File: src/rtl/mining_pkg.sv
// Shared mining-domain types: job field widths, dispatcher states and the leading-zero hit mask.
package mining_pkg;

  localparam int unsigned MIDSTATE_W = 256;
  localparam int unsigned DATA_W     = 96;
  localparam int unsigned NONCE_W    = 32;
  localparam int unsigned HASH_W     = 256;
  localparam int unsigned JOB_SIZE   = MIDSTATE_W + DATA_W + 2 * NONCE_W;

  typedef enum logic [1:0] {
    IDLE  = 2'd0,
    RUN   = 2'd1,
    DRAIN = 2'd2
  } disp_state_t;

  // Job fields held for the whole range; nonce_min only seeds the counter.
  typedef struct packed {
    logic [MIDSTATE_W-1:0] midstate;
    logic [DATA_W-1:0]     data;
    logic [NONCE_W-1:0]    nonce_max;
  } job_latch_t;

  // Ones in the top 'zeros' bits: those bits of the hash must all be clear.
  function automatic logic [HASH_W-1:0] zero_mask(input logic [7:0] zeros);
    zero_mask = ~({HASH_W{1'b1}} >> zeros);
  endfunction

endpackage

File: src/rtl/hit_throttle.sv
// Rate-limits golden-nonce reports so the slow-side edge synchroniser sees every toggle.
// NONCE_DISP_STATS_EN adds a registered drop_hit strobe.
module hit_throttle
  import mining_pkg::*;
#(
  parameter int unsigned HIT_GAP = 16
) (
  input  logic               hash_clk,
  input  logic               rst_n,
  input  logic               hit,
  input  logic [NONCE_W-1:0] hit_nonce,
  output logic [NONCE_W-1:0] golden_nonce,
  output logic               new_golden_nonce
`ifdef NONCE_DISP_STATS_EN
  ,
  output logic               drop_hit
`endif
);

  localparam int unsigned        GAP_W    = $clog2(HIT_GAP);
  localparam logic [GAP_W-1:0]   GAP_LOAD = GAP_W'(HIT_GAP - 1);

  logic [GAP_W-1:0]   gap_cnt;
  logic               pend_v;
  logic [NONCE_W-1:0] pend_nonce;

  logic gap_idle_c;
  logic report_pend_c;
  logic report_hit_c;
  logic store_hit_c;

  // A waiting hit always goes first; a new hit only bypasses an empty slot.
  assign gap_idle_c    = (gap_cnt == '0);
  assign report_pend_c = gap_idle_c & pend_v;
  assign report_hit_c  = hit & gap_idle_c & ~pend_v;
  assign store_hit_c   = hit & ~report_hit_c & ~pend_v;

  always_ff @(posedge hash_clk or negedge rst_n) begin
    if (!rst_n) begin
      gap_cnt          <= '0;
      pend_v           <= 1'b0;
      pend_nonce       <= '0;
      golden_nonce     <= '0;
      new_golden_nonce <= 1'b0;
    end else begin
      if (report_pend_c) begin
        golden_nonce     <= pend_nonce;
        new_golden_nonce <= ~new_golden_nonce;
        gap_cnt          <= GAP_LOAD;
        pend_v           <= 1'b0;
      end else if (report_hit_c) begin
        golden_nonce     <= hit_nonce;
        new_golden_nonce <= ~new_golden_nonce;
        gap_cnt          <= GAP_LOAD;
      end else if (!gap_idle_c) begin
        gap_cnt <= gap_cnt - GAP_W'(1);
      end
      if (store_hit_c) begin
        pend_v     <= 1'b1;
        pend_nonce <= hit_nonce;
      end
    end
  end

`ifdef NONCE_DISP_STATS_EN
  always_ff @(posedge hash_clk or negedge rst_n) begin
    if (!rst_n) drop_hit <= 1'b0;
    else        drop_hit <= hit & pend_v;
  end
`endif

endmodule

File: src/rtl/nonce_dispatcher.sv
// Issues a latched job's nonce range into the SHA256d core and reports results that meet the target.
// NONCE_DISP_STATS_EN adds hash_count and dropped_hits outputs.
module nonce_dispatcher
  import mining_pkg::*;
#(
  parameter int unsigned HIT_GAP = 16,
  parameter int unsigned OUTST_W = 8
) (
  input  logic                  hash_clk,
  input  logic                  rst_n,
  input  logic                  new_work,
  input  logic [MIDSTATE_W-1:0] midstate,
  input  logic [DATA_W-1:0]     work_data,
  input  logic [NONCE_W-1:0]    nonce_min,
  input  logic [NONCE_W-1:0]    nonce_max,
  input  logic [7:0]            target_zeros,
  output logic                  core_valid,
  input  logic                  core_ready,
  output logic [NONCE_W-1:0]    core_nonce,
  output logic                  core_tag,
  output logic [MIDSTATE_W-1:0] core_midstate,
  output logic [DATA_W-1:0]     core_data,
  input  logic                  res_valid,
  input  logic [NONCE_W-1:0]    res_nonce,
  input  logic                  res_tag,
  input  logic [HASH_W-1:0]     res_hash,
  output logic [NONCE_W-1:0]    golden_nonce,
  output logic                  new_golden_nonce,
  output logic                  busy,
  output logic                  job_done
`ifdef NONCE_DISP_STATS_EN
  ,
  output logic [31:0]           hash_count,
  output logic [7:0]            dropped_hits
`endif
);

  disp_state_t        state;
  job_latch_t         job_q;
  logic [7:0]         zeros_q;
  logic               epoch;
  logic [OUTST_W-1:0] outstanding;
  logic               hit_q;
  logic [NONCE_W-1:0] hit_nonce_q;

  logic xfer_c;
  logic res_cur_c;

  assign xfer_c        = core_valid & core_ready;
  assign res_cur_c     = res_valid & (res_tag == epoch);
  assign core_tag      = epoch;
  assign core_midstate = job_q.midstate;
  assign core_data     = job_q.data;

  // Job control: a new job preempts anything in flight by flipping the epoch.
  always_ff @(posedge hash_clk or negedge rst_n) begin
    if (!rst_n) begin
      state       <= IDLE;
      job_q       <= '0;
      zeros_q     <= '0;
      epoch       <= 1'b0;
      outstanding <= '0;
      core_nonce  <= '0;
      core_valid  <= 1'b0;
      busy        <= 1'b0;
      job_done    <= 1'b0;
    end else begin
      job_done <= 1'b0;
      if (new_work) begin
        job_q.midstate  <= midstate;
        job_q.data      <= work_data;
        job_q.nonce_max <= nonce_max;
        zeros_q         <= target_zeros;
        epoch           <= ~epoch;
        outstanding     <= '0;
        core_nonce      <= nonce_min;
        busy            <= 1'b1;
        if (nonce_min > nonce_max) begin
          state      <= DRAIN;
          core_valid <= 1'b0;
        end else begin
          state      <= RUN;
          core_valid <= 1'b1;
        end
      end else begin
        outstanding <= outstanding + OUTST_W'(xfer_c) - OUTST_W'(res_cur_c);
        case (state)
          RUN: begin
            // Equality stop keeps a range ending at all-ones from wrapping.
            if (xfer_c) begin
              if (core_nonce == job_q.nonce_max) begin
                state      <= DRAIN;
                core_valid <= 1'b0;
              end else begin
                core_nonce <= core_nonce + NONCE_W'(1);
              end
            end
          end
          DRAIN: begin
            if (outstanding == '0) begin
              state    <= IDLE;
              busy     <= 1'b0;
              job_done <= 1'b1;
            end
          end
          default: ;
        endcase
      end
    end
  end

  // Registered target check on current-epoch results.
  always_ff @(posedge hash_clk or negedge rst_n) begin
    if (!rst_n) begin
      hit_q       <= 1'b0;
      hit_nonce_q <= '0;
    end else begin
      hit_q       <= res_cur_c & ((res_hash & zero_mask(zeros_q)) == '0);
      hit_nonce_q <= res_nonce;
    end
  end

`ifdef NONCE_DISP_STATS_EN
  logic drop_hit;
`endif

  hit_throttle #(
    .HIT_GAP (HIT_GAP)
  ) u_hit_throttle (
    .hash_clk         (hash_clk),
    .rst_n            (rst_n),
    .hit              (hit_q),
    .hit_nonce        (hit_nonce_q),
    .golden_nonce     (golden_nonce),
    .new_golden_nonce (new_golden_nonce)
`ifdef NONCE_DISP_STATS_EN
    ,
    .drop_hit         (drop_hit)
`endif
  );

`ifdef NONCE_DISP_STATS_EN
  always_ff @(posedge hash_clk or negedge rst_n) begin
    if (!rst_n) begin
      hash_count   <= '0;
      dropped_hits <= '0;
    end else begin
      if (new_work)                              hash_count <= '0;
      else if (res_cur_c && hash_count != '1)    hash_count <= hash_count + 32'd1;
      if (drop_hit && dropped_hits != '1)        dropped_hits <= dropped_hits + 8'd1;
    end
  end
`endif

endmodule
File: config.mk
export PLATFORM = sky130hd
export DESIGN_NAME = nonce_dispatcher
export DESIGN_NICKNAME = d
export VERILOG_FILES = /design/src/rtl/mining_pkg.sv /design/src/rtl/hit_throttle.sv /design/src/rtl/nonce_dispatcher.sv
export SDC_FILE = /design/constraint.sdc
export NUM_CORES = 1
export LEC_CHECK = 0
export BUFFER_PORTS_ARGS = -buffer_cell sky130_fd_sc_hd__buf_2
export CORE_AREA = 4 4 439 441
export DETAILED_ROUTE_END_ITERATION = 8
export DIE_AREA = 0 0 443 445
export GPL_TIMING_DRIVEN = 0
export SKIP_LAST_GASP = 1
export SLEW_MARGIN = 20
export SYNTH_ARGS = -nofsm -noshare
export SYNTH_HDL_FRONTEND = slang
export SYNTH_HIERARCHICAL = 1
export SYNTH_SLANG_ARGS = --single-unit
File: constraint.sdc
create_clock -name hash_clk -period 4 [get_ports hash_clk]
set_clock_uncertainty 0.2 [all_clocks]
set_input_delay 0.4 -clock hash_clk [delete_from_list [all_inputs] [get_ports hash_clk]]
set_output_delay 0.4 -clock hash_clk [all_outputs]
set_load 0.05 [all_outputs]
=== Yosys cells after proc, flatten, opt, wreduce, memory -nomap -nowiden ===
Index checks and enable logic that the tools add are counted.

* Word-level logic and storage cells: 93
* Register bits after elaboration: 541

* $lt $le $gt $ge: 1
* Bitwise operators: 14
* Muxes and demuxes: 31
* Shift-type cells: 1
* Add/sub/neg operators: 4
* Reductions and logical operators: 15
* Eq/ne operators: 9

{| class="wikitable"
|+ Operators with widths
! operator !! number
|-
| bitwise AND 256 bit || 1
|-
| logical NOT 256 bit || 1
|-
| NOT 256 bit || 1
|-
| >> shifter 256 x 8 -> 256 bit, first input constant || 1
|-
| two-way mux 32 bit || 6
|-
| adder 32 x 1 -> 32 bit, second input constant || 1
|-
| == test 32 bit || 1
|-
| greater-than comparator 32 bit || 1
|-
| two-way mux 1 bit || 15
|-
| nonzero test 2 bit || 7
|-
| two-way mux 4 bit || 3
|-
| inequality test 3 bit, second input constant || 4
|-
| two-way mux 2 bit || 5
|-
| adder 8 x 1 -> 8 bit || 1
|-
| bitwise AND 1 bit || 8
|-
| logical NOT 8 bit || 1
|-
| two-way mux 8 bit || 1
|-
| subtractor 8 x 1 -> 8 bit || 1
|-
| AND reduction 3 bit || 2
|-
| logical NOT 4 bit || 1
|-
| NOT 1 bit || 4
|-
| case mux 2 bit (2 select lines) || 1
|-
| AND reduction 4 bit || 1
|-
| subtractor 4 x 1 -> 4 bit, second input constant || 1
|-
| other kinds (6) || 6
|}

=== Logic depth before layout (Yosys ltp) ===
* Word-level depth: 7
* Depth in mapped cells: 14

=== By module ===
The synthesis kept the hierarchy.

{| class="wikitable"
|+ Modules (own cells, without submodules)
! module !! times used !! cells each !! area each (sq um)
|-
| nonce_dispatcher || 1 || 2223 || 25046.5
|-
| hit_throttle || 1 || 240 || 3131.8
|}

=== Worst setup path after synthesis ===
OpenSTA, ideal clock, no wires.

* Kind: register -> register
* From: reg zeros_q[2]
* To: reg hit_q
* Arrival: 2597 ps
* Stages on the path, launching flop included: 10
* Setup time: 111 ps
* Path buffers: 2
* Path slack: 1092 ps
* Period minus slack after synthesis: 2908 ps
* Required time: 3689 ps
* Cell sequence: dfrtp_1 buf_6 or4_4 buf_6 a32oi_1 o211ai_1 or4_4 a2111oi_2 nand4b_1 a2111oi_2

* Cells in the longest elaborated chain, start to end: 5

{| class="wikitable"
|+ Ends and longest elaborated chain
! item !! line !! source
|-
| from (decl) || nonce_dispatcher.sv:40 || <nowiki>logic [7:0] zeros_q;</nowiki>
|-
| from (signal assigned) || nonce_dispatcher.sv:73 || <nowiki>zeros_q <= target_zeros;</nowiki>
|-
| >> shifter 256 x 8 -> 256 bit || mining_pkg.sv:25 || <nowiki>zero_mask = ~({HASH_W{1'b1}} >> zeros);</nowiki>
|-
| NOT 256 bit || mining_pkg.sv:25 ||
|-
| bitwise AND 256 bit || nonce_dispatcher.sv:118 || <nowiki>hit_q <= res_cur_c & ((res_hash & zero_mask(zeros_q)) == '0);</nowiki>
|-
| logical NOT 256 bit || nonce_dispatcher.sv:118 ||
|-
| bitwise AND 1 bit || nonce_dispatcher.sv:118 ||
|-
| to (signal assigned) || nonce_dispatcher.sv:118 ||
|-
| to (decl) || nonce_dispatcher.sv:43 || <nowiki>logic hit_q;</nowiki>
|}

No other way between the ends.
A chain may end at the register's enable or synchronous reset.

=== Worst setup path in the final report ===
Same ends and word-level chain as after synthesis.

==> results.cfg <==
[run_status]
run_status = complete, but fails checks
violations = setup timing

[global_route]
grt_pass1_vias = 28510
grt_max_degree = 91
grt-ovfl-total = 0
antenna_found_initial = 77
grt_pass1_wl_um = 253700
grt_usage_pct = 18.77

[synthesis]
yosysWarnings = 6
synthArstFlopShare_pct = 100.0
yosys.area_share.simple_pct = 6.305
syn_area_sq_mm = 0.02818
syn_nets = 3227
synth_edf_count = 0
yosysTopAreaCellShare_pct = 48.04
yosys-top-cells-area = dfrtp_1, mux2_2, buf_4
avgSynthCellArea_sq_um = 11.44
synth_cells = 2463
synth_top_family_by_area = multiplexers
synthXorXnorAreaFrac_pct = 2.207
ys.flop_type = dfrtp_1
synth_area_leader_cell = dfrtp_1
synth_compound_area_share_pct = 10.66
synth.distinct_cells = 81
synth_seq_area_share_pct = 48.04
synthMuxAreaShare_pct = 18.40
ys_ff_latch = 541
synthAdderAreaFrac_pct = 2.140

[floorplan]
fp-row-count = 160
initial_utilization_pct = 14.89
coreArea_sq_mm = 0.1892
dieArea_sq_mm = 0.1971
ios = 1139
dieHeight_um = 445
fp.dieW_um = 443

[min_path]
hp-class = input port to flip-flop

[critical_path]
cp.arrival_ns = 4.37
critPathCaptureType = flip-flop
crit_fanout = 10
path_class = flip-flop to flip-flop
start_kind = flip-flop
crit_required_ns = 4.35

[cts]
clk_path_buf_depth = 3
cts_buffers = 73
htree_levels = 3
cts.sinks = 541
cts-root-buf = clkbuf_16
clk_latency_ns = 0.72
cts_tree = built
post_cts_buffers = 0
clkTransAtPathRegs_ns = 0.06

[cells_and_area]
synthToLayoutAreaGrowth_pct = 58.23
fin_cells = 6738
drive_gt1_share_pct = 50.36
fin_nets = 4905
postLayoutCellArea_sq_mm = 0.04459
layout_common_cells = buf_2, dfrtp_1, dlygate4sd3_1
final_common_cell = buf_2

[placed_design]
dpl.hpwl_um = 158800
io_buffers = 1136
dp.cells = 6116
placed_area_sq_mm = 0.03720
routabilityCongestion = 1.046

[routing]
wl_per_cell_um = 28.60
dr.pass1.iters = 6
via_per_inst = 4.141
drtAntennaViolNets = 0
dr_total_vias = 27910
drc = 0
wl_um = 192700
drt-initial-drc-count = 2341

[power_and_ir_drop]
max-vdd-ir-drop_mv = 0.3529
leakage_nw = 20.39
p_per_area_mw_per_mm2 = 430.1
total_power_mw = 19.18

[timing]
period_minus_slack_ns = 4.018
relSlewSlack_pct = 22.04
rsz0062_at_grt = no
report.final.hold_viol_count = 0
max_freq_mhz = 248.9
setup_ws_ns = -0.01839
tightest_slew_ns = 1.165
finalCritPeriodShare_pct = 100.5
finalMaxSlewViolations = 0
tns_ns = -0.01839
setup_viol = 1

[flow_run]
maxCapViolCount = 0
## worst paths after layout
kind	startpoint	end	slack, ns	cells past startpoint
max	zeros_q[2]	hit_q	-0.02	10
min	res_hash[236]	hit_q	0.10	6
max reg2reg	zeros_q[2]	hit_q	-0.02	10
min reg2reg	u_hit_throttle/new_golden_nonce	u_hit_throttle/new_golden_nonce	0.28	1
max in group asynchronous	rst_n	core_midstate[249]	2.06	4
min in group asynchronous	rst_n	hit_nonce_q[12]	0.13	2
## final cells by class
type	instances	area, sq um
diodes	29	72.57
plain buffers	484	3263
clock buffers	97	2027
clock inverters	35	521.8
fillers	20360	144600
inverters	61	232.7
multi-input cells	1375	11290
flip-flops and latches	541	13540
well taps	2511	3142
repair buffers	1605	10500
## state kept, by name, indices dropped and copies added (netlist names)
| signal | cells |
|---|---|
| zeros_q | 8 |
| job_done | 1 |
| u_hit_throttle/pend_nonce | 32 |
| u_hit_throttle/new_golden_nonce | 1 |
| core_tag | 1 |
| core_data | 96 |
| core_valid | 1 |
| core_midstate | 256 |
| hit_nonce_q | 32 |
| busy | 1 |
| u_hit_throttle/pend_v | 1 |
| core_nonce | 32 |
| u_hit_throttle/golden_nonce | 32 |
| hit_q | 1 |
| state | 2 |
| outstanding | 8 |
| u_hit_throttle/gap_cnt | 4 |
| job_q | 32 |
## worst max-delay path: stages (launching register included)
cell and delay (ns):
dfrtp_1 0.37, buf_6 0.13, clkbuf_1 0.23, clkbuf_2 0.38, and2_1 0.35, o211ai_1 0.48
o2111ai_2 0.34, nor2_1 0.23, nand4_1 0.13, or4_1 0.72, a2111oi_4 0.31
## what timing repair did
action	in CTS	in global routing
hold endpoints to repair	531	0
resized for setup	49	24
endpoints found under the setup margin	1	1
pin swaps	1	0
hold buffers	463	0
## cell families after synthesis
group,after synthesis
fa+ha+maj,48
flops,541
mux,454
buf+inv,547
xor+xnor,71
simple gates,335
compound gates,467
## synthesized netlist by cell type, types with 27 or more instances
library cell	n
mux2_4	30
nand3_1	27
nand4_1	39
buf_4	352
dfrtp_1	541
xnor2_1	48
mux2i_1	33
mux2_2	391
nand2_1	92
a21o_1	31
o21ai_0	173
ha_1	45
inv_1	61
a21oi_1	76
clkbuf_1	112
nor2_1	43
## where the power goes
group          internal (mW)  switching (mW)  total, mW
Combinational           2.10            3.71       5.82
Sequential              5.97           0.417       6.38
Clock                   3.98            2.99       6.98
Total                   12.1            7.12       19.2
## through the flow
step | utilization, % | hold slack (ns) | worst slack [ns]
finish | 23.57 | 0.1004 | -0.01839
global placement | 19.56 | 0.2602 | -10.23
CTS | 23.51 | 0.007982 | 0.01929
floorplan | - | -0.09559 | 1.092
detailed placement | 19.66 | 0.2668 | -0.8293
global route | 23.54 | 0.04776 | 0.004833
## metal layers
metal / wire length (um) / global-route usage, % / vias up
met2: 89490 / 30.39 / 1511
met3: 16050 / 4.994 / 380
met1: 77120 / 23.36 / 14140
met4: 9926 / 8.433 / 22
met5: 147 / 0 / -
li1: - / - / 11850
(Power assumes the default switching activity.)
